## src/rtl/unsign_addsub_accum_pkg.sv

```systemverilog
// Shared definitions for the unsigned add/sub datapath: FSM state encoding and default widths
// used by the add/sub stage, its operand controller and this accumulator.
package unsign_addsub_accum_pkg;

  typedef enum logic [1:0] {
    IDLE  = 2'd0,
    ACCUM = 2'd1,
    DONE  = 2'd2
  } state_t;

  localparam int DEF_INPUT_BIT_WIDTH = 8;
  localparam int DEF_ACC_BIT_WIDTH   = 16;
  localparam int DEF_COUNT_BIT_WIDTH = 8;

endpackage

```

## src/rtl/unsign_addsub_accum_if.sv

```systemverilog
// Sample stream, run control and result handshake of the add/sub accumulator.
// master = the driving controller/consumer side, slave = the accumulator.
interface unsign_addsub_accum_if
  import unsign_addsub_accum_pkg::*;
#(
  parameter int INPUT_BIT_WIDTH = DEF_INPUT_BIT_WIDTH,
  parameter int ACC_BIT_WIDTH   = DEF_ACC_BIT_WIDTH,
  parameter int COUNT_BIT_WIDTH = DEF_COUNT_BIT_WIDTH
) ();

  logic                       Start;
  logic [COUNT_BIT_WIDTH-1:0] Count;
  logic                       InValid;
  logic [INPUT_BIT_WIDTH-1:0] InSum;
  logic [INPUT_BIT_WIDTH-1:0] InDiff;
  logic                       InReady;
  logic                       OutValid;
  logic                       OutReady;
  logic [ACC_BIT_WIDTH-1:0]   SumAcc;
  logic [ACC_BIT_WIDTH-1:0]   DiffAcc;
  logic                       Overflow;
  logic                       Busy;

  modport master (
    output Start, Count, InValid, InSum, InDiff, OutReady,
    input  InReady, OutValid, SumAcc, DiffAcc, Overflow, Busy
  );

  modport slave (
    input  Start, Count, InValid, InSum, InDiff, OutReady,
    output InReady, OutValid, SumAcc, DiffAcc, Overflow, Busy
  );

endinterface

```

## src/rtl/unsign_acc_lane.sv

```systemverilog
// One accumulator lane: zero-extends each enabled sample, adds with carry detect, sticky overflow.
// Saturates at all-ones instead of wrapping when UNSIGN_ADDSUB_ACCUM_SAT_EN is defined.
module unsign_acc_lane #(
  parameter int INPUT_BIT_WIDTH = 8,
  parameter int ACC_BIT_WIDTH   = 16
) (
  input  logic                       Clk,
  input  logic                       RstN,
  input  logic                       Clear,
  input  logic                       Enable,
  input  logic [INPUT_BIT_WIDTH-1:0] Sample,
  output logic [ACC_BIT_WIDTH-1:0]   Acc,
  output logic                       Ovf
);

  logic [ACC_BIT_WIDTH:0] sum_ext;

  assign sum_ext = {1'b0, Acc} + {{(ACC_BIT_WIDTH + 1 - INPUT_BIT_WIDTH){1'b0}}, Sample};

  always_ff @(posedge Clk) begin
    if (!RstN) begin
      Acc <= '0;
      Ovf <= 1'b0;
    end else if (Clear) begin
      Acc <= '0;
      Ovf <= 1'b0;
    end else if (Enable) begin
      if (sum_ext[ACC_BIT_WIDTH]) begin
        Ovf <= 1'b1;
      end
`ifdef UNSIGN_ADDSUB_ACCUM_SAT_EN
      // Once saturated the lane is pinned for the rest of the run.
      if (sum_ext[ACC_BIT_WIDTH] || Ovf) begin
        Acc <= '1;
      end else begin
        Acc <= sum_ext[ACC_BIT_WIDTH-1:0];
      end
`else
      Acc <= sum_ext[ACC_BIT_WIDTH-1:0];
`endif
    end
  end

endmodule

```

## src/rtl/unsign_addsub_accum.sv

```systemverilog
// Accumulates Count sum/diff samples (1/cycle); OutValid one cycle after the last accept, held until OutReady.
// Optional lane saturation via UNSIGN_ADDSUB_ACCUM_SAT_EN; all outputs decode registered state only.
module unsign_addsub_accum
  import unsign_addsub_accum_pkg::*;
#(
  parameter int INPUT_BIT_WIDTH = DEF_INPUT_BIT_WIDTH,
  parameter int ACC_BIT_WIDTH   = DEF_ACC_BIT_WIDTH,
  parameter int COUNT_BIT_WIDTH = DEF_COUNT_BIT_WIDTH
) (
  input logic                   Clk,
  input logic                   RstN,
  unsign_addsub_accum_if.slave  bus
);

  state_t                     state_q;
  state_t                     state_d;
  logic [COUNT_BIT_WIDTH-1:0] remaining_q;
  logic                       start_run;
  logic                       accept;
  logic                       sum_ovf;
  logic                       diff_ovf;

  always_ff @(posedge Clk) begin
    if (!RstN) begin
      state_q <= IDLE;
    end else begin
      state_q <= state_d;
    end
  end

  always_comb begin
    state_d   = state_q;
    start_run = 1'b0;
    accept    = 1'b0;
    case (state_q)
      IDLE: begin
        if (bus.Start) begin
          start_run = 1'b1;
          state_d   = (bus.Count != '0) ? ACCUM : DONE;
        end
      end
      ACCUM: begin
        if (bus.InValid) begin
          accept = 1'b1;
          if (remaining_q == COUNT_BIT_WIDTH'(1)) begin
            state_d = DONE;
          end
        end
      end
      DONE: begin
        if (bus.OutReady) begin
          state_d = IDLE;
        end
      end
      default: state_d = IDLE;
    endcase
  end

  always_ff @(posedge Clk) begin
    if (!RstN) begin
      remaining_q <= '0;
    end else if (start_run) begin
      remaining_q <= bus.Count;
    end else if (accept) begin
      remaining_q <= remaining_q - COUNT_BIT_WIDTH'(1);
    end
  end

  unsign_acc_lane #(
    .INPUT_BIT_WIDTH (INPUT_BIT_WIDTH),
    .ACC_BIT_WIDTH   (ACC_BIT_WIDTH)
  ) u_sum_lane (
    .Clk    (Clk),
    .RstN   (RstN),
    .Clear  (start_run),
    .Enable (accept),
    .Sample (bus.InSum),
    .Acc    (bus.SumAcc),
    .Ovf    (sum_ovf)
  );

  unsign_acc_lane #(
    .INPUT_BIT_WIDTH (INPUT_BIT_WIDTH),
    .ACC_BIT_WIDTH   (ACC_BIT_WIDTH)
  ) u_diff_lane (
    .Clk    (Clk),
    .RstN   (RstN),
    .Clear  (start_run),
    .Enable (accept),
    .Sample (bus.InDiff),
    .Acc    (bus.DiffAcc),
    .Ovf    (diff_ovf)
  );

  assign bus.Overflow = sum_ovf | diff_ovf;
  assign bus.InReady  = (state_q == ACCUM);
  assign bus.OutValid = (state_q == DONE);
  assign bus.Busy     = (state_q != IDLE);

endmodule

```

## src/flat_wrapper.sv

```systemverilog
// flat-port wrapper written by rule: the top's interface ports become plain ports
module unsign_addsub_accum_flat import unsign_addsub_accum_pkg::*;
#(
  parameter int INPUT_BIT_WIDTH = DEF_INPUT_BIT_WIDTH,
  parameter int ACC_BIT_WIDTH   = DEF_ACC_BIT_WIDTH,
  parameter int COUNT_BIT_WIDTH = DEF_COUNT_BIT_WIDTH
)
  (Clk, RstN, bus_Start, bus_Count, bus_InValid, bus_InSum, bus_InDiff, bus_OutReady, bus_InReady, bus_OutValid, bus_SumAcc, bus_DiffAcc, bus_Overflow, bus_Busy);
  unsign_addsub_accum_if #(.INPUT_BIT_WIDTH(INPUT_BIT_WIDTH), .ACC_BIT_WIDTH(ACC_BIT_WIDTH), .COUNT_BIT_WIDTH(COUNT_BIT_WIDTH)) bus_i ();
  input logic Clk;
  input logic RstN;
  input wire logic [$bits(bus_i.Start)-1:0] bus_Start;
  input wire logic [$bits(bus_i.Count)-1:0] bus_Count;
  input wire logic [$bits(bus_i.InValid)-1:0] bus_InValid;
  input wire logic [$bits(bus_i.InSum)-1:0] bus_InSum;
  input wire logic [$bits(bus_i.InDiff)-1:0] bus_InDiff;
  input wire logic [$bits(bus_i.OutReady)-1:0] bus_OutReady;
  output wire logic [$bits(bus_i.InReady)-1:0] bus_InReady;
  output wire logic [$bits(bus_i.OutValid)-1:0] bus_OutValid;
  output wire logic [$bits(bus_i.SumAcc)-1:0] bus_SumAcc;
  output wire logic [$bits(bus_i.DiffAcc)-1:0] bus_DiffAcc;
  output wire logic [$bits(bus_i.Overflow)-1:0] bus_Overflow;
  output wire logic [$bits(bus_i.Busy)-1:0] bus_Busy;
  assign bus_i.Start = bus_Start;
  assign bus_i.Count = bus_Count;
  assign bus_i.InValid = bus_InValid;
  assign bus_i.InSum = bus_InSum;
  assign bus_i.InDiff = bus_InDiff;
  assign bus_i.OutReady = bus_OutReady;
  assign bus_InReady = bus_i.InReady;
  assign bus_OutValid = bus_i.OutValid;
  assign bus_SumAcc = bus_i.SumAcc;
  assign bus_DiffAcc = bus_i.DiffAcc;
  assign bus_Overflow = bus_i.Overflow;
  assign bus_Busy = bus_i.Busy;
  unsign_addsub_accum #(.INPUT_BIT_WIDTH(INPUT_BIT_WIDTH), .ACC_BIT_WIDTH(ACC_BIT_WIDTH), .COUNT_BIT_WIDTH(COUNT_BIT_WIDTH)) u_core (.Clk(Clk), .RstN(RstN), .bus(bus_i));
endmodule
```

## config.mk

```make
export PLATFORM = sky130hd
export DESIGN_NAME = unsign_addsub_accum_flat
export DESIGN_NICKNAME = d
export VERILOG_FILES = /design/src/rtl/unsign_addsub_accum_pkg.sv /design/src/rtl/unsign_addsub_accum_if.sv /design/src/rtl/unsign_acc_lane.sv /design/src/rtl/unsign_addsub_accum.sv /design/src/flat_wrapper.sv
export SDC_FILE = /design/constraint.sdc
export NUM_CORES = 1
export LEC_CHECK = 0
export CAP_MARGIN = 20
export CORE_UTILIZATION = 45
export CTS_CLUSTER_DIAMETER = 150
export CTS_CLUSTER_SIZE = 8
export DETAILED_ROUTE_END_ITERATION = 6
export DONT_BUFFER_PORTS = 1
export PLACE_DENSITY = 0.69
export SLEW_MARGIN = 20
export SYNTH_ARGS = -nofsm -noshare
export SYNTH_HDL_FRONTEND = slang
export SYNTH_SLANG_ARGS = --single-unit
```

## constraint.sdc

```tcl
create_clock -name Clk -period 2.8 [get_ports Clk]
set_clock_uncertainty 0.2 [all_clocks]
set_input_delay 0.28 -clock Clk [delete_from_list [all_inputs] [get_ports Clk]]
set_output_delay 0.28 -clock Clk [all_outputs]
set_load 0.02 [all_outputs]
```

== Word level (Yosys, flattened, before mapping) ==
Cells that the tools add are included.
Word-level totals
  output and inout port bits: 36
  flip-flop bits (word level): 44
  input bits: 29
Operators by class
  add/subtract/negate cells: 3
  eq/ne operators: 7
  bitwise logic cells: 2
  reductions and logical operators: 8
  muxes and demuxes: 12
Operators with widths (count)
  $add A16 B8 Y17: 2
  $mux W8: 2
  $mux W2: 5
  $eq A8 B1 Y1 const B: 1
  $reduce_bool A8 Y1: 1
  $sub A8 B1 Y8 const B: 1
  $ne A2 B2 Y1 const B: 3
  $pmux W2 S3: 1
  $mux W1: 4
  $reduce_and A2 Y1: 2
  $reduce_and A4 Y1: 1
  $reduce_bool A2 Y1: 2
  $eq A2 B1 Y1 const B: 1
  $eq A2 B2 Y1 const B: 1
  $logic_not A2 Y1: 1
  $ne A2 B1 Y1 const B: 1
  $reduce_or A2 Y1: 1
  $not A1 Y1: 1
  $or A1 B1 Y1: 1

== Depth between registers and ports, before layout ==
  depth after elaboration: 4
  mapped depth: 8

== Cells and area by module ==
From an unflattened synthesis, not the netlist that was laid out.
Unflattened totals
  cell total of the unflattened synthesis: 331
  area, all modules: 2910.3 um^2
By module, submodules not included
  unsign_acc_lane: area each 1108.6 um^2, cells each 126, times used 2, seq. area each 340.3 um^2
  unsign_addsub_accum: area each 693.2 um^2, cells each 79, times used 1, seq. area each 200.2 um^2

== Least setup slack after synthesis ==
OpenSTA, ideal clock, no wires.
  path kind: register to register
  start point: reg u_core.u_sum_lane.Acc[0]
  end point: reg u_core.u_sum_lane.Acc[8]
  buffers on the path: 0
  required time: 2.530 ns
  arrival time: 2.106 ns
  cell stages (with the launch flop): 8
  setup slack: 0.425 ns
  library setup time: 0.070 ns
  cells stage by stage: dfxtp_1 > ha_1 > fa_1 > a211oi_1 > o21ai_1 > and3_1 > or3_1 > a21oi_1
On the way
  cells in the longest elaborated chain, start to end: 1
Ends and longest elaborated chain
  start, declared: line unsign_acc_lane.sv:12  | output logic [ACC_BIT_WIDTH-1:0] Acc,
  start signal, assigned: line unsign_acc_lane.sv:39  | Acc <= sum_ext[ACC_BIT_WIDTH-1:0];
  $add A16 B8 Y17: line unsign_acc_lane.sv:18  | assign sum_ext = {1'b0, Acc} + {{(ACC_BIT_WIDTH + 1 - INPUT_BIT_WIDTH){1'b0}}, Sample};
No other way between the ends.
A chain may end at the register's enable or synchronous reset.

== Worst setup path after layout ==
  start point: reg u_core.state_q[0]
  end point: reg u_core.remaining_q[0]
On the way
  cells in the longest elaborated chain, start to end: 3
  elaborated cells between the ends (all ways): 6
  classes of those cells: 1 x eq/ne; 3 x mux; 2 x reduce/logical
Ends and longest elaborated chain
  start, declared: line unsign_addsub_accum.sv:15  | state_t state_q;
  start signal, assigned: line unsign_addsub_accum.sv:27  | state_q <= state_d;
  $eq A2 B1 Y1 or $logic_not A2 Y1 (tied branches): line unsign_addsub_accum.sv:35  | case (state_q)
  $mux W1: line unsign_addsub_accum.sv:35
  $reduce_bool A2 Y1 (no line) or $mux W8 (tied branches)
  end signal, assigned: line unsign_addsub_accum.sv:63  | remaining_q <= bus.Count;
  end signal, assigned: line unsign_addsub_accum.sv:65  | remaining_q <= remaining_q - COUNT_BIT_WIDTH'(1);
  end, declared: line unsign_addsub_accum.sv:17  | logic [COUNT_BIT_WIDTH-1:0] remaining_q;
Parallel ways exist; a longest one is shown, timed or not.

==> out/results.md <==
| Stage | Result | Reported |
|---|---|---|
| outcome | Outcome | complete, no violations |
| placed design | HPWL reported at the end of detailed placement | 4590 um |
| job | Number of maximum-capacitance violations | 0 |
| power | Peak supply drop | 238 uV |
| logic synthesis | Post-synth EDFFs | 0 |
| critical path | Crit end category | register |
| route | Post-Route WL | 6230 um |
| critical path | Worst Path Max Fanout | 10 |
| route | Per-cell via count in the routed design | 6.12 |
| floorplan | Floorplan die area | 6200 um2 |
| floorplan | Initial Util | 0.473 |
| final layout | Most common cell after layout, fill and taps aside | sky130_fd_sc_hd__dfxtp_1 |
| floorplan | Width of the chip | 78.8 um |
| final layout | Most frequent cells in the layout | sky130_fd_sc_hd__dfxtp_1 (44), sky130_fd_sc_hd__a21oi_1 (35), sky130_fd_sc_hd__nand2_1 (29), sky130_fd_sc_hd__nor2_1 (19), sky130_fd_sc_hd__ha_1 (18) |
| grt | Number of global-route vias before repair | 2159 |
| clocking | Clock slew seen by the registers of the worst setup and hold paths | 0.08 ns |
| clocking | Number of buffers inserted by post-CTS setup repair | 0 |
| clocking | Source-to-sink clock delay at the later pin of the worst-skew pair | 0.29 ns |
| final layout | Final net count | 369 |
| clocking | Clk Tree Root Cell | sky130_fd_sc_hd__clkbuf_8 |
| grt | Met3 layer usage reported by global route | 0.0586 |
| hold path | Worst hold-check path type | in2reg |
| critical path | WP data required | 2.78 ns |
| critical path | Worst Setup Start Kind | register |
| grt | Global-route wire length before repair | 10200 um |
| sta | Final setup TNS | 0 ns |
| logic synthesis | Main synth FF type | sky130_fd_sc_hd__dfxtp_1 |
| route | Post-DRT Antenna Nets | 0 |
| final layout | Fraction of final layout cells with drive strength greater than 1 | 0.0748 |
| route | Overall via count from detail_route | 2405 |
| grt | Initial antenna violation count | 0 |
| logic synthesis | Synthesized net count | 365 |
| placed design | Number of I/O port buffers | 0 |
| floorplan | Site Rows | 27 |
| clocking | Max Root-Sink Buffers | 2 |
| final layout | Diodes inserted | 0 |
| logic synthesis | Post-synthesis sequential element count | 44 |
| floorplan | Core outline area | 5610 um2 |
| sta | Final period utilization | 0.910 |
| route | Count of TritonRoute iterations in the first routing pass | 4 |
| hold path | Hold endpoint | u_core.remaining_q[5]$_SDFFE_PN0P_ |
| logic synthesis | Asr flop ratio synth | 0 |
| logic synthesis | Synthesized cell area | 2650 um2 |
| grt | GR met2 Demand/Resource | 0.337 |
| critical path | Category of the most critical setup path | reg2reg |
| power | Leak | 1.07 nW |
| grt | Leftover overflow at the end of global routing | 0 |
| power | Pwr per Cell Area | 485 nW/um2 |
| hold path | Startpoint of the tightest hold check path | bus_Count[5] |
| critical path | Beginning of the critical path | u_core.state_q[0]$_SDFFE_PN0P_ |
| sta | Minimum clock period | 2.55 ns |
| route | Residual DRC count | 0 |
| clocking | Number of clock buffers inserted by TritonCTS | 5 |
| logic synthesis | Post-synthesis cell type with the largest combined area | sky130_fd_sc_hd__dfxtp_1 |
| clocking | Clock sink count | 44 |
| critical path | Delay of the slowest cell on the worst path | 0.55 ns |
| critical path | Worst flop-to-flop path endpoint | u_core.remaining_q[0]$_SDFFE_PN0P_ |
| sta | Worst-case headroom to the max-slew limit | 0.616 |
| clocking | Total number of H-tree levels | 2 |
| hold path | Instance count along the most critical hold path | 2 |
| floorplan | Height of the die | 78.8 um |
| logic synthesis | Synth unique cells | 55 |
| critical path | Source of the worst register-to-register timing path | u_core.state_q[0]$_SDFFE_PN0P_ |
| logic synthesis | Sequential element share of the synthesized area | 0.332 |
| critical path | Data arrival at the endpoint of the critical path | 2.53 ns |
| critical path | Cell with the biggest individual delay on the critical path | sky130_fd_sc_hd__dlygate4sd3_1 |
| route | DR WL/cell | 15.8 um |
| critical path | Cell-by-cell listing of the critical path | or2_2, nor2_2, nor2_1, a221oi_1, nor2b_1, dlygate4sd3_1 |
| sta | Slew at the pin closest to its max-slew limit | 0.576 ns |
| logic synthesis | Area share of the largest cell type after synthesis | 0.332 |
| power | Final Total Pwr | 1.38 mW |
| critical path | Worst reg2reg setup slack | 0.25 ns |
| final layout | Fillers | 573 |
| sta | Final setup fails | 0 |
| placed design | Global placer's final weighted congestion | 0.801 |
| logic synthesis | Leading post-synthesis cells by cell area | sky130_fd_sc_hd__dfxtp_1 (33%), sky130_fd_sc_hd__ha_1 (8.5%), sky130_fd_sc_hd__a21oi_1 (6.6%) |
| logic synthesis | Warning count from the yosys run | 0 |
| sta | Number of failing hold endpoints at the final stage | 0 |
| grt | Most Used Layer, Global Route | met2 |
| floorplan | I/O pin total | 65 |
| route | Violation count after the first detailed-routing iteration | 102 |
| final layout | Signed area change from the synthesized netlist to the final layout | 7.74% |
| sta | Unrepaired setup endpoints after global routing | no |
| sta | Count of pins over their slew limit | 0 |
| logic synthesis | Average size of a mapped cell | 8.39 um2 |
| critical path | Number of cells traversed by the worst register-to-register path | 6 |
| grt | All-layer global routing usage | 0.207 |
| grt | Grt met1 use | 0.261 |
| clocking | TritonCTS clock tree | yes |
| grt | Maximum number of pins on one net before global-route repair | 18 |
| logic synthesis | Post-Syn Instances | 316 |
| sta | Highest attainable clock frequency | 392 MHz |
[repair_timing]
item / CTS / global route
endpoints found under the hold margin: 10 / 0
hold buffers: 5 / 0
setup endpoints to repair: 0 / 2
gates resized for setup: 0 / 1
[cell usage after synthesis, types with 5 or more instances]
cell	count
sky130_fd_sc_hd__dfxtp_1	44
sky130_fd_sc_hd__a21oi_1	35
sky130_fd_sc_hd__nand2_1	29
sky130_fd_sc_hd__nor2_1	19
sky130_fd_sc_hd__ha_1	18
sky130_fd_sc_hd__o21ai_0	16
sky130_fd_sc_hd__or3_1	9
sky130_fd_sc_hd__nand3_1	8
sky130_fd_sc_hd__nor3_1	8
sky130_fd_sc_hd__inv_1	7
sky130_fd_sc_hd__o31ai_1	7
sky130_fd_sc_hd__a211oi_1	6
sky130_fd_sc_hd__a21boi_0	6
sky130_fd_sc_hd__a21o_1	6
sky130_fd_sc_hd__o211ai_1	6
sky130_fd_sc_hd__o21a_1	6
sky130_fd_sc_hd__or4_1	6
sky130_fd_sc_hd__xnor2_1	6
sky130_fd_sc_hd__and3_1	5
sky130_fd_sc_hd__buf_2	5
[layer usage]
metal / vias up / share of wire
met5: - / 0
met4: 0 / 0.0090
met3: 4 / 0.062
met2: 59 / 0.47
met1: 1149 / 0.46
li1: 1193 / -
[power breakdown]
| part | switching [mW] | internal [mW] | total, mW | leakage [nW] |
|---|---|---|---|---|
| logic | 0.169 | 0.109 | 0.279 | 0.661 |
| clock network | 0.215 | 0.197 | 0.413 | 0.0510 |
| registers | 0.0422 | 0.651 | 0.693 | 0.357 |
| total | 0.427 | 0.958 | 1.38 | 1.07 |
[layout make-up]
type | count | area (um2) | area share
flip-flops and latches | 44 | 881 | 0.308
clock buffers | 6 | 82.6 | 0.0289
inverters | 7 | 26.3 | 0.00920
repair buffers | 10 | 87.6 | 0.0307
clock inverters | 2 | 10.0 | 0.00350
well taps | 72 | 90.1 | 0.0315
multi-input cells | 252 | 1680 | 0.588
[worst max path at each step]
stage	to	slack, ns	cells after the start
after floorplan	u_core.u_sum_lane.Acc[8]$_SDFFE_PP0P_	0.42	7
after global placement	u_core.u_sum_lane.Acc[8]$_SDFFE_PP0P_	0.28	7
after detailed placement	u_core.u_sum_lane.Acc[8]$_SDFFE_PP0P_	0.23	7
after CTS	u_core.u_sum_lane.Acc[8]$_SDFFE_PP0P_	0.21	7
after global routing	u_core.u_sum_lane.Acc[12]$_SDFFE_PP0P_	0.10	7
final	u_core.remaining_q[0]$_SDFFE_PN0P_	0.25	6
[critical path: cells and delay by family, from the launching register on]
| kind | cells | cell delay [ns] |
|---|---|---|
| AND/OR/NAND/NOR | 4 | 0.99 |
| buffers and inverters | 1 | 0.55 |
| flip-flops | 1 | 0.40 |
| AO/OA/AOI/OAI | 1 | 0.30 |
[flip-flops by register name, summed over array words and instances (netlist names)]
| signal | count |
|---|---|
| u_core.u_diff_lane.Acc | 16 |
| u_core.remaining_q | 8 |
| u_core.u_sum_lane.Ovf | 1 |
| u_core.u_diff_lane.Ovf | 1 |
| u_core.u_sum_lane.Acc | 16 |
| u_core.state_q | 2 |
[cells by family after synthesis]
family / count (synthesis) / share of synthesized area
compound gates: 109 / 0.270
xor+xnor: 7 / 0.0231
fa+ha+maj: 20 / 0.100
buf+inv: 20 / 0.0363
flops: 44 / 0.332
mux: 3 / 0.0113
simple gates: 113 / 0.227
[stage by stage]
stage	hold WS, ns	area [um2]	util	cells	worst slack, ns
2_1_floorplan	0.220	2650	-	316	0.425
3_3_place_gp	0.209	2710	0.483	380	0.276
3_5_place_dp	0.215	2710	0.483	380	0.234
4_1_cts	0.000295	2850	0.508	393	0.205
5_1_grt	0.0115	2860	0.509	393	0.104
6_report	0.00886	2860	0.509	393	0.252
No activity file was read; power rests on OpenSTA's default activity.
